===== src/rtl/fft_sram_arb.sv =====
// Two-port arbiter sharing one 128-bit SRAM between the FFT core (full rows)
// and the scan path (32-bit lanes). One access in flight; every output registered.
module fft_sram_arb #(
  parameter int TIMEOUT = 16
) (
  input  logic         clk,
  input  logic         rst,
  input  logic         fft_prio,
  input  logic         scan_req,
  input  logic         scan_we,
  input  logic [9:0]   scan_addr,
  input  logic [31:0]  scan_wdata,
  output logic         scan_ack,
  output logic [31:0]  scan_rdata,
  output logic         scan_err,
  input  logic         fft_req,
  input  logic         fft_we,
  input  logic [7:0]   fft_addr,
  input  logic [127:0] fft_wdata,
  output logic         fft_ack,
  output logic [127:0] fft_rdata,
  output logic         fft_err,
  output logic         sram_ren,
  output logic         sram_wen,
  output logic [7:0]   sram_addr,
  output logic [127:0] sram_bweb,
  output logic [127:0] sram_wdata,
  input  logic [127:0] sram_rdata,
  input  logic         sram_ready,
  output logic         busy
);
  localparam int NUM_LANES = 4;
  localparam int LANE_W    = 32;

  localparam logic [1:0] S_IDLE  = 2'd0;
  localparam logic [1:0] S_ISSUE = 2'd1;
  localparam logic [1:0] S_WAIT  = 2'd2;
  localparam logic [1:0] S_RESP  = 2'd3;

  typedef struct packed {
    logic       fft;
    logic       we;
    logic [1:0] lane;
  } acc_t;

  logic [1:0]   state_q, state_d;
  acc_t         acc_q, acc_d;
  logic         last_fft_q, last_fft_d;
  logic [7:0]   cnt_q, cnt_d;
  logic         ren_q, ren_d, wen_q, wen_d;
  logic [7:0]   addr_q, addr_d;
  logic [127:0] bweb_q, bweb_d, wdata_q, wdata_d;
  logic         fft_ack_q, fft_ack_d, fft_err_q, fft_err_d;
  logic [127:0] fft_rdata_q, fft_rdata_d;
  logic         scan_ack_q, scan_ack_d, scan_err_q, scan_err_d;
  logic [31:0]  scan_rdata_q, scan_rdata_d;
  logic         busy_q, busy_d;

  logic         grant_fft;
  logic         rsp_fire, rsp_err;
  logic [NUM_LANES-1:0][LANE_W-1:0] rd_lanes, wr_mask;

  assign rd_lanes = sram_rdata;

  for (genvar g = 0; g < NUM_LANES; g++) begin : g_lane
    assign wr_mask[g] = (scan_addr[1:0] == 2'(g)) ? '0 : '1;
  end

  // A contested round-robin decision goes to whichever port was not served last.
  assign grant_fft = fft_req & (fft_prio | ~scan_req | ~last_fft_q);

  always_comb begin
    state_d      = state_q;
    acc_d        = acc_q;
    last_fft_d   = last_fft_q;
    cnt_d        = cnt_q;
    ren_d        = 1'b0;
    wen_d        = 1'b0;
    addr_d       = '0;
    bweb_d       = '1;
    wdata_d      = '0;
    fft_ack_d    = 1'b0;
    fft_err_d    = fft_err_q;
    fft_rdata_d  = fft_rdata_q;
    scan_ack_d   = 1'b0;
    scan_err_d   = scan_err_q;
    scan_rdata_d = scan_rdata_q;
    rsp_fire     = 1'b0;
    rsp_err      = 1'b0;

    case (state_q)
      S_IDLE: begin
        if (fft_req || scan_req) begin
          state_d    = S_ISSUE;
          last_fft_d = grant_fft;
          if (grant_fft) begin
            acc_d  = '{fft: 1'b1, we: fft_we, lane: 2'd0};
            addr_d = fft_addr;
            if (fft_we) begin
              wdata_d = fft_wdata;
              bweb_d  = '0;
            end
          end else begin
            acc_d  = '{fft: 1'b0, we: scan_we, lane: scan_addr[1:0]};
            addr_d = scan_addr[9:2];
            if (scan_we) begin
              wdata_d = {NUM_LANES{scan_wdata}};
              bweb_d  = wr_mask;
            end
          end
          ren_d = ~acc_d.we;
          wen_d = acc_d.we;
        end
      end
      S_ISSUE: begin
        state_d = S_WAIT;
        cnt_d   = '0;
      end
      S_WAIT: begin
        if (sram_ready) begin
          state_d  = S_RESP;
          rsp_fire = 1'b1;
        end else if (cnt_q == 8'(TIMEOUT - 1)) begin
          state_d  = S_RESP;
          rsp_fire = 1'b1;
          rsp_err  = 1'b1;
        end else begin
          cnt_d = cnt_q + 8'd1;
        end
      end
      S_RESP:  state_d = S_IDLE;
      default: state_d = S_IDLE;
    endcase

    // Response registers load on the WAIT->RESP edge so ack and data appear together.
    if (rsp_fire) begin
      if (acc_q.fft) begin
        fft_ack_d   = 1'b1;
        fft_err_d   = rsp_err;
        fft_rdata_d = (rsp_err || acc_q.we) ? '0 : sram_rdata;
      end else begin
        scan_ack_d   = 1'b1;
        scan_err_d   = rsp_err;
        scan_rdata_d = (rsp_err || acc_q.we) ? '0 : rd_lanes[acc_q.lane];
      end
    end

    busy_d = (state_d != S_IDLE);
  end

  always_ff @(posedge clk) begin
    if (rst) begin
      state_q      <= S_IDLE;
      acc_q        <= '0;
      last_fft_q   <= 1'b0;
      cnt_q        <= '0;
      ren_q        <= 1'b0;
      wen_q        <= 1'b0;
      addr_q       <= '0;
      bweb_q       <= '1;
      wdata_q      <= '0;
      fft_ack_q    <= 1'b0;
      fft_err_q    <= 1'b0;
      fft_rdata_q  <= '0;
      scan_ack_q   <= 1'b0;
      scan_err_q   <= 1'b0;
      scan_rdata_q <= '0;
      busy_q       <= 1'b0;
    end else begin
      state_q      <= state_d;
      acc_q        <= acc_d;
      last_fft_q   <= last_fft_d;
      cnt_q        <= cnt_d;
      ren_q        <= ren_d;
      wen_q        <= wen_d;
      addr_q       <= addr_d;
      bweb_q       <= bweb_d;
      wdata_q      <= wdata_d;
      fft_ack_q    <= fft_ack_d;
      fft_err_q    <= fft_err_d;
      fft_rdata_q  <= fft_rdata_d;
      scan_ack_q   <= scan_ack_d;
      scan_err_q   <= scan_err_d;
      scan_rdata_q <= scan_rdata_d;
      busy_q       <= busy_d;
    end
  end

  assign sram_ren   = ren_q;
  assign sram_wen   = wen_q;
  assign sram_addr  = addr_q;
  assign sram_bweb  = bweb_q;
  assign sram_wdata = wdata_q;
  assign fft_ack    = fft_ack_q;
  assign fft_err    = fft_err_q;
  assign fft_rdata  = fft_rdata_q;
  assign scan_ack   = scan_ack_q;
  assign scan_err   = scan_err_q;
  assign scan_rdata = scan_rdata_q;
  assign busy       = busy_q;

endmodule

===== config.mk =====
export PLATFORM = sky130hd
export DESIGN_NAME = fft_sram_arb
export DESIGN_NICKNAME = d
export VERILOG_FILES = /design/src/rtl/fft_sram_arb.sv
export SDC_FILE = /design/constraint.sdc
export NUM_CORES = 1
export LEC_CHECK = 0
export CAP_MARGIN = 25
export CORE_AREA = 2 2 289 291
export CTS_CLUSTER_DIAMETER = 200
export DETAILED_ROUTE_END_ITERATION = 8
export DIE_AREA = 0 0 291 293
export HOLD_SLACK_MARGIN = 0.06
export RECOVER_POWER = 25
export SYNTH_ARGS = -nofsm -noshare
export SYNTH_HDL_FRONTEND = slang
export SYNTH_SLANG_ARGS = --single-unit
export TNS_END_PERCENT = 100

===== constraint.sdc =====
create_clock -name clk -period 1.65 [get_ports clk]
set_input_delay 0.33 -clock clk [delete_from_list [all_inputs] [get_ports clk]]
set_output_delay 0.33 -clock clk [all_outputs]
set_load 0.02 [all_outputs]

==> out/qor.txt, run 1 <==
Critical Path AT - 2300 ps
Synth Register Bits - 321
CP Max Fanout - 5
Gr ovfl total - 0
Critical path required time - 2100 ps
Largest family of logic cells by synthesized area - simple AND/OR/NAND/NOR gates
Vias in the first global route - 13270
Clk Latency, worst-skew pair - 560 ps
Width of the die - 291 um
Final Hold Viols - 0
Post-DR wirelength/cell - 24.65 um
Buffers added on ports - 744
Synth Warn # - 0
Post-synth net total - 1715
Post-synthesis adder-cell area fraction - 0.09448%
Tcrit/Tclk final - 112.2%
Critical path type - flop to flop
Final core occ - 29.46%
Max VDD drop - 0.5610 mV
Placed cell count - 3145
Largest net degree at the start of global routing - 129
Post-Syn Area - 13240 um2
HPWL Detailed - 60160 um
Ratio of cells with drive above 1 in the final layout - 28.68%
Residual DRC count - 0
Skew final - 19.82 ps
Ports - 745
First-pass GRT wire length - 104900 um
Die height - 293 um
Initial core utilization - 16.18%
Status - finished, violations left
Synth area leader - dfxtp_1
Full die area - 85260 um2
Distinct cells, synth - 40
Floorplan row count - 105
Max Freq - 539.9 MHz
Pleak - 9.715 nW
Pre-Repair DR Iteration Count - 5
Pins Over Slew Limit - 0
CTS sink cnt - 321
Cells after Synth - 1400
Failing checks - negative setup slack
Max Cap Viol - 0
Final setup fails - 274
Drt first-iter violations - 577
TritonCTS Buffers - 41
Synth Area in XOR/XNOR - 0.06614%
Initial antenna violation count - 5
Share of the synthesized area in the top cell type - 48.53%
Clock-pin slew on the worst setup and hold paths - 60 ps
P&R area growth vs syn - 82.10%
Startpoint Class - flop
Fin crit period - 1852 ps
Post-route ant nets - 0
CP Capture Type - flop
Bufs on Longest Clock Path - 3
Sequential fraction of the synthesis area - 48.53%
Root buffer selected by CTS - clkbuf_16
H-tree depth - 2
Cts hold-fix bufs - 0
GPL Wtd Cong - 0.8933
Core area - 81850 um2
Worst slew pin tran - 538.1 ps
Placed Area - 22030 um2
GR Util All Layers - 17.24%
Multiplexer area fraction after synthesis - 15.19%
Relative slew slack - 64.13%
Synth Area in Simple Gates - 17.26%
Power per Cell Area - 932.3 nW/um2
Final net count - 2478
Top post-synthesis cells by area - dfxtp_1 (49%), mux2i_1 (9.8%), nand2_1 (8.9%)
Routed WL - 80470 um
Via count of the routed design - 13130
Final instance area - 24120 um2
Worst R2R Setup Slack - -200 ps
CTS tree - yes
Hold crit path type - input port to flop
Final WS setup - -202.0 ps
Synth Area in Compound Gates - 8.683%
RSZ-0062 raised after global routing - yes
DR vias/cell - 4.022
Final std cells w/o fill - 3265
Syn avg cell area - 9.459 um2
layer usage:
metal	part of all wire (%)	wire length, um	vias to the layer above	global-route usage (%)
li1	-	-	6106	-
met1	37	30040	6239	18.66
met2	49	39270	632	30.30
met3	8.0	6433	150	5.734
met4	5.8	4678	6	8.164
met5	0.052	42	-	0
worst max-delay path, cell delays in order (launching register included):
cell and delay [ps]:
dfxtp_2 310, or4_4 590, o31a_4 400, bufbuf_16 300, nand2_1 60, mux2i_1 60
path summary, 6_finish.rpt:
check,from,end,cells after the start
setup / recovery,cnt_q[7]$_SDFFE_PP0P_,fft_rdata[2]$_SDFFE_PP0P_,5
hold reg to reg,fft_rdata[14]$_SDFFE_PP0P_,fft_rdata[14]$_SDFFE_PP0P_,2
hold / removal,rst,fft_err$_SDFFE_PP0P_,3
setup reg to reg,cnt_q[7]$_SDFFE_PP0P_,fft_rdata[2]$_SDFFE_PP0P_,5
kinds of logic after synthesis:
family          count (synthesis)
mux                           161
flops                         321
simple gates                  494
fa+ha+maj                       1
xor+xnor                        1
buf+inv                       221
compound gates                201
metrics by stage:
stage	setup TNS, ps	hold WS, ps	power (mW)	worst slack [ps]
floorplan	-874.8	465.1	10.08	-33.92
global placement	-116540	459.0	12.45	-548.3
detailed placement	-128920	460.3	12.45	-551.2
CTS	-20860	165.6	22.60	-199.9
global route	-42710	182.6	23.31	-254.1
finish	-26860	194.7	22.48	-202.0
state kept, by name (all words and copies together), names as in the netlist:
signal      cells
sram_ren        1
sram_addr       8
fft_err         1
fft_ack         1
sram_wdata    128
busy            1
scan_ack        1
scan_rdata     32
acc_q           4
cnt_q           8
scan_err        1
fft_rdata     128
sram_bweb       4
sram_wen        1
state_q         2
report_power, final:
group          total (mW)  leakage (nW)  switching (mW)  internal, mW
sequential           8.14          2.60           0.139          8.00
combinational        4.34          6.39            2.29          2.05
clock                10.0         0.725            3.78          6.23
Yosys cell counts (all sizes together):
master / number
a211oi: 2
a21o: 1
a21oi: 150
a22o: 32
a31oi: 2
and2: 1
and3: 4
and3b: 2
buf: 168
clkbuf: 51
dfxtp: 321
ha: 1
inv: 2
mux2i: 129
mux4: 32
nand2: 313
nand2b: 131
nand3: 9
nand3b: 1
nand4: 2
nand4b: 1
nor2: 12
nor2b: 3
nor3: 4
nor3b: 1
nor4: 2
o211ai: 1
o21a: 1
o21ai: 9
o31a: 1
o31ai: 2
or2: 1
or3: 5
or3b: 1
or4: 1
xor2: 1
placed cells by master (no fill, tap or decap), types with 27 or more instances in the layout:
master,instances
clkdlybuf4s50_1,312
dlygate4sd2_1,163
a22o_1,32
mux4_2,32
buf_6,30
nand2_1,283
buf_4,133
a21oi_1,89
a21oi_2,55
clkbuf_16,60
nand2b_1,130
clkdlybuf4s15_1,46
mux2i_1,128
clkbuf_2,58
dfxtp_1,309
buf_2,89
nand2_2,27
timing repair:
action,in CTS,in global routing
resized for setup,920,211
cloned,8,24
buffers inserted,5,11
endpoints found under the setup margin,650,306
pin swaps,27,32
final cells by class:
cell class / count / area, um2
fill: 8721 / 57730
clock inverter: 17 / 284.0
multi-input combinational: 861 / 5962
clock buffer: 56 / 1206
timing repair buffer: 936 / 8856
antenna: 2 / 5.005
sequential: 321 / 6456
inverter: 2 / 7.507
tap: 1070 / 1339
No activity file was read; power rests on OpenSTA's default activity.
==> run 2, diff against run 1 <==
--- a/config.mk
+++ b/config.mk
@@ -12,6 +12,7 @@
 export DIE_AREA = 0 0 291 293
 export HOLD_SLACK_MARGIN = 0.06
 export RECOVER_POWER = 25
+export REMOVE_ABC_BUFFERS = 1
 export SYNTH_ARGS = -nofsm -noshare
 export SYNTH_HDL_FRONTEND = slang
 export SYNTH_SLANG_ARGS = --single-unit
==> run 2 against run 1 <==
  * The flow still finishes with violations (negative setup slack)
  * Core utilization increased by 1.0 points
  * Power fell by 3.1%
  * Final cell count is 0.83% higher
  * Largest cell class unchanged
  * Clock skew down 7.5 ps
  * Routed wire length is 6.5% lower
  * Die area unchanged
==> out/qor.txt, run 2 (same netlist as run 1, synthesis figures left out) <==
Status - finished, violations left (unchanged)
Failing checks - negative setup slack (unchanged)
Post-route ant nets - 0 (unchanged)
Pleak - 10.12 nW (was 9.715 nW)
Hold Path Sink - sram_addr[7]$_SDFF_PP0_ (was fft_err$_SDFFE_PP0P_)
Most frequent cells in the layout - clkdlybuf4s50_1 (312), dfxtp_1 (311), nand2_1 (226), buf_4 (178), dlygate4sd2_1 (170) (was clkdlybuf4s50_1 (312), dfxtp_1 (309), nand2_1 (283), dlygate4sd2_1 (163), buf_4 (133))
Core area - 81850 um2 (unchanged)
GR Util All Layers - 15.95% (was 17.24%)
Startpoint Class - flop (unchanged)
Initial core utilization - 16.18% (unchanged)
Final setup fails - 293 (was 274)
Drt first-iter violations - 475 (was 577)
Setup TNS - -34430 ps (was -26860 ps)
Skew final - 12.27 ps (was 19.82 ps)
Critical path type - flop to flop (unchanged)
Worst R2R Path Depth - 6 (was 5)
Max Freq - 525.5 MHz (was 539.9 MHz)
CTS sink cnt - 321 (unchanged)
RSZ-0062 raised after global routing - yes (unchanged)
Worst slew pin tran - 482.5 ps (was 538.1 ps)
Floorplan row count - 105 (unchanged)
Residual DRC count - 0 (unchanged)
P&R area growth vs syn - 88.59% (was 82.10%)
First-pass GRT wire length - 97900 um (was 104900 um)
Bufs on Longest Clock Path - 3 (unchanged)
Hold Crit Start - fft_addr[7] (was rst)
Final WS setup - -253.0 ps (was -202.0 ps)
CP Max Fanout - 8 (was 5)
Post-DR wirelength/cell - 22.84 um (was 24.65 um)
CTS tree - yes (unchanged)
Critical Path AT - 2340 ps (was 2300 ps)
Die height - 293 um (unchanged)
Vias in the first global route - 12870 (was 13270)
Final Hold Viols - 0 (unchanged)
Pins Over Slew Limit - 0 (unchanged)
H-tree depth - 2 (unchanged)
Worst r2r src - cnt_q[4]$_SDFFE_PP0P_ (was cnt_q[7]$_SDFFE_PP0P_)
Via count of the routed design - 13130 (about the same)
Ports - 745 (unchanged)
Root buffer selected by CTS - clkbuf_16 (unchanged)
Power per Cell Area - 872.7 nW/um2 (was 932.3 nW/um2)
Initial antenna violation count - 8 (was 5)
Routed WL - 75210 um (was 80470 um)
Pre-Repair DR Iteration Count - 6 (was 5)
Worst R2R Setup Slack - -250 ps (was -200 ps)
Width of the die - 291 um (unchanged)
Max VDD drop - 0.6450 mV (was 0.5610 mV)
Critical path required time - 2090 ps (was 2100 ps)
Gr ovfl total - 0 (unchanged)
Clock-pin slew on the worst setup and hold paths - 60 ps (about the same)
Clk Latency, worst-skew pair - 560 ps (about the same)
Hold Slack - 311.0 ps (was 194.7 ps)
GPL Wtd Cong - 0.8816 (was 0.8933)
Cts hold-fix bufs - 0 (unchanged)
Min-Delay Path Depth - 3 (unchanged)
Max Cap Viol - 0 (unchanged)
Setup WS pre-CTS - -531.7 ps (was -551.2 ps)
CP Capture Type - flop (unchanged)
Final net count - 2507 (was 2478)
Most common cell after layout, fill and taps aside - clkdlybuf4s50_1 (unchanged)
Full die area - 85260 um2 (unchanged)
Reg2reg end - fft_rdata[112]$_SDFFE_PP0P_ (was fft_rdata[2]$_SDFFE_PP0P_)
Filler cells - 8562 (was 8721)
Hold crit path type - input port to flop (unchanged)
Fin crit period - 1903 ps (was 1852 ps)
DR vias/cell - 3.988 (was 4.022)
Relative slew slack - 67.97% (was 64.13%)
Tcrit/Tclk final - 115.3% (was 112.2%)
Buffers added on ports - 744 (unchanged)
HPWL Detailed - 55350 um (was 60160 um)
Ratio of cells with drive above 1 in the final layout - 32.15% (was 28.68%)
TritonCTS Buffers - 41 (unchanged)
Largest net degree at the start of global routing - 94 (was 129)
[run 2: worst max-delay path, stage by stage (launching register included)]
cell and delay [ps]:
dfxtp_2 320, or4_4 540, o31a_4 420, buf_12 180
clkbuf_16 180, nand2_2 50, mux2i_1 60
[run 2: power breakdown]
part | switching [mW] | leakage, nW | internal [mW]
Combinational | 2.39 | 6.85 | 2.28
Clock | 3.71 | 0.660 | 5.32
Sequential | 0.107 | 2.60 | 8.00
Total | 6.20 | 10.1 | 15.6
[run 2: timing repair]
| action | 4_1_cts | 5_1_grt |
|---|---|---|
| gates resized for setup | 940 | 384 |
| pin swaps | 4 | 110 |
| setup endpoints to repair | 608 | 448 |
| buffers inserted | 23 | 33 |
| gates cloned | 18 | 19 |
[run 2: metrics by stage]
stage	area, um2	instances	total power, mW	util [%]
after global routing	24970	3291	22.69	30.51
after CTS	23800	3254	21.69	29.07
after global placement	22150	3141	12.36	27.06
final	24970	3292	21.79	30.51
after detailed placement	22150	3141	12.36	27.06
after floorplan	11900	1181	9.784	-
[run 2: final cells by class]
type | instances | area [um2] | area share [%]
antenna | 1 | 2.502 | 0.01002
clock buffer | 58 | 1181 | 4.729
clock inverter | 14 | 150.1 | 0.6012
inverter | 2 | 7.507 | 0.03006
multi-input combinational | 860 | 6306 | 25.25
sequential | 321 | 6454 | 25.84
tap | 1070 | 1339 | 5.361
timing repair buffer | 966 | 9534 | 38.18
[run 2: per-layer routing]
| layer | global-route usage [%] | part of all wire, % | vias to the layer above |
|---|---|---|---|
| met5 | 0 | 0.019 | - |
| met2 | 28.73 | 50 | 573 |
| li1 | - | - | 6167 |
| met3 | 5.424 | 8.2 | 100 |
| met1 | 17.79 | 38 | 6285 |
| met4 | 4.448 | 3.7 | 2 |
[run 2: worst max-delay path by stage]
| stage | start | to | slack [ps] | cells past startpoint |
|---|---|---|---|---|
| floorplan | cnt_q[0]$_SDFFE_PP0P_ | fft_rdata[0]$_SDFFE_PP0P_ | -7600 | 5 |
| global placement | scan_req | sram_wdata[23]$_SDFF_PP0_ | -510 | 7 |
| detailed placement | scan_req | sram_wdata[112]$_SDFF_PP0_ | -530 | 8 |
| CTS | cnt_q[7]$_SDFFE_PP0P_ | fft_rdata[76]$_SDFFE_PP0P_ | -250 | 7 |
| global route | cnt_q[6]$_SDFFE_PP0P_ | fft_rdata[10]$_SDFFE_PP0P_ | -290 | 9 |
| finish | cnt_q[4]$_SDFFE_PP0P_ | fft_rdata[112]$_SDFFE_PP0P_ | -250 | 6 |
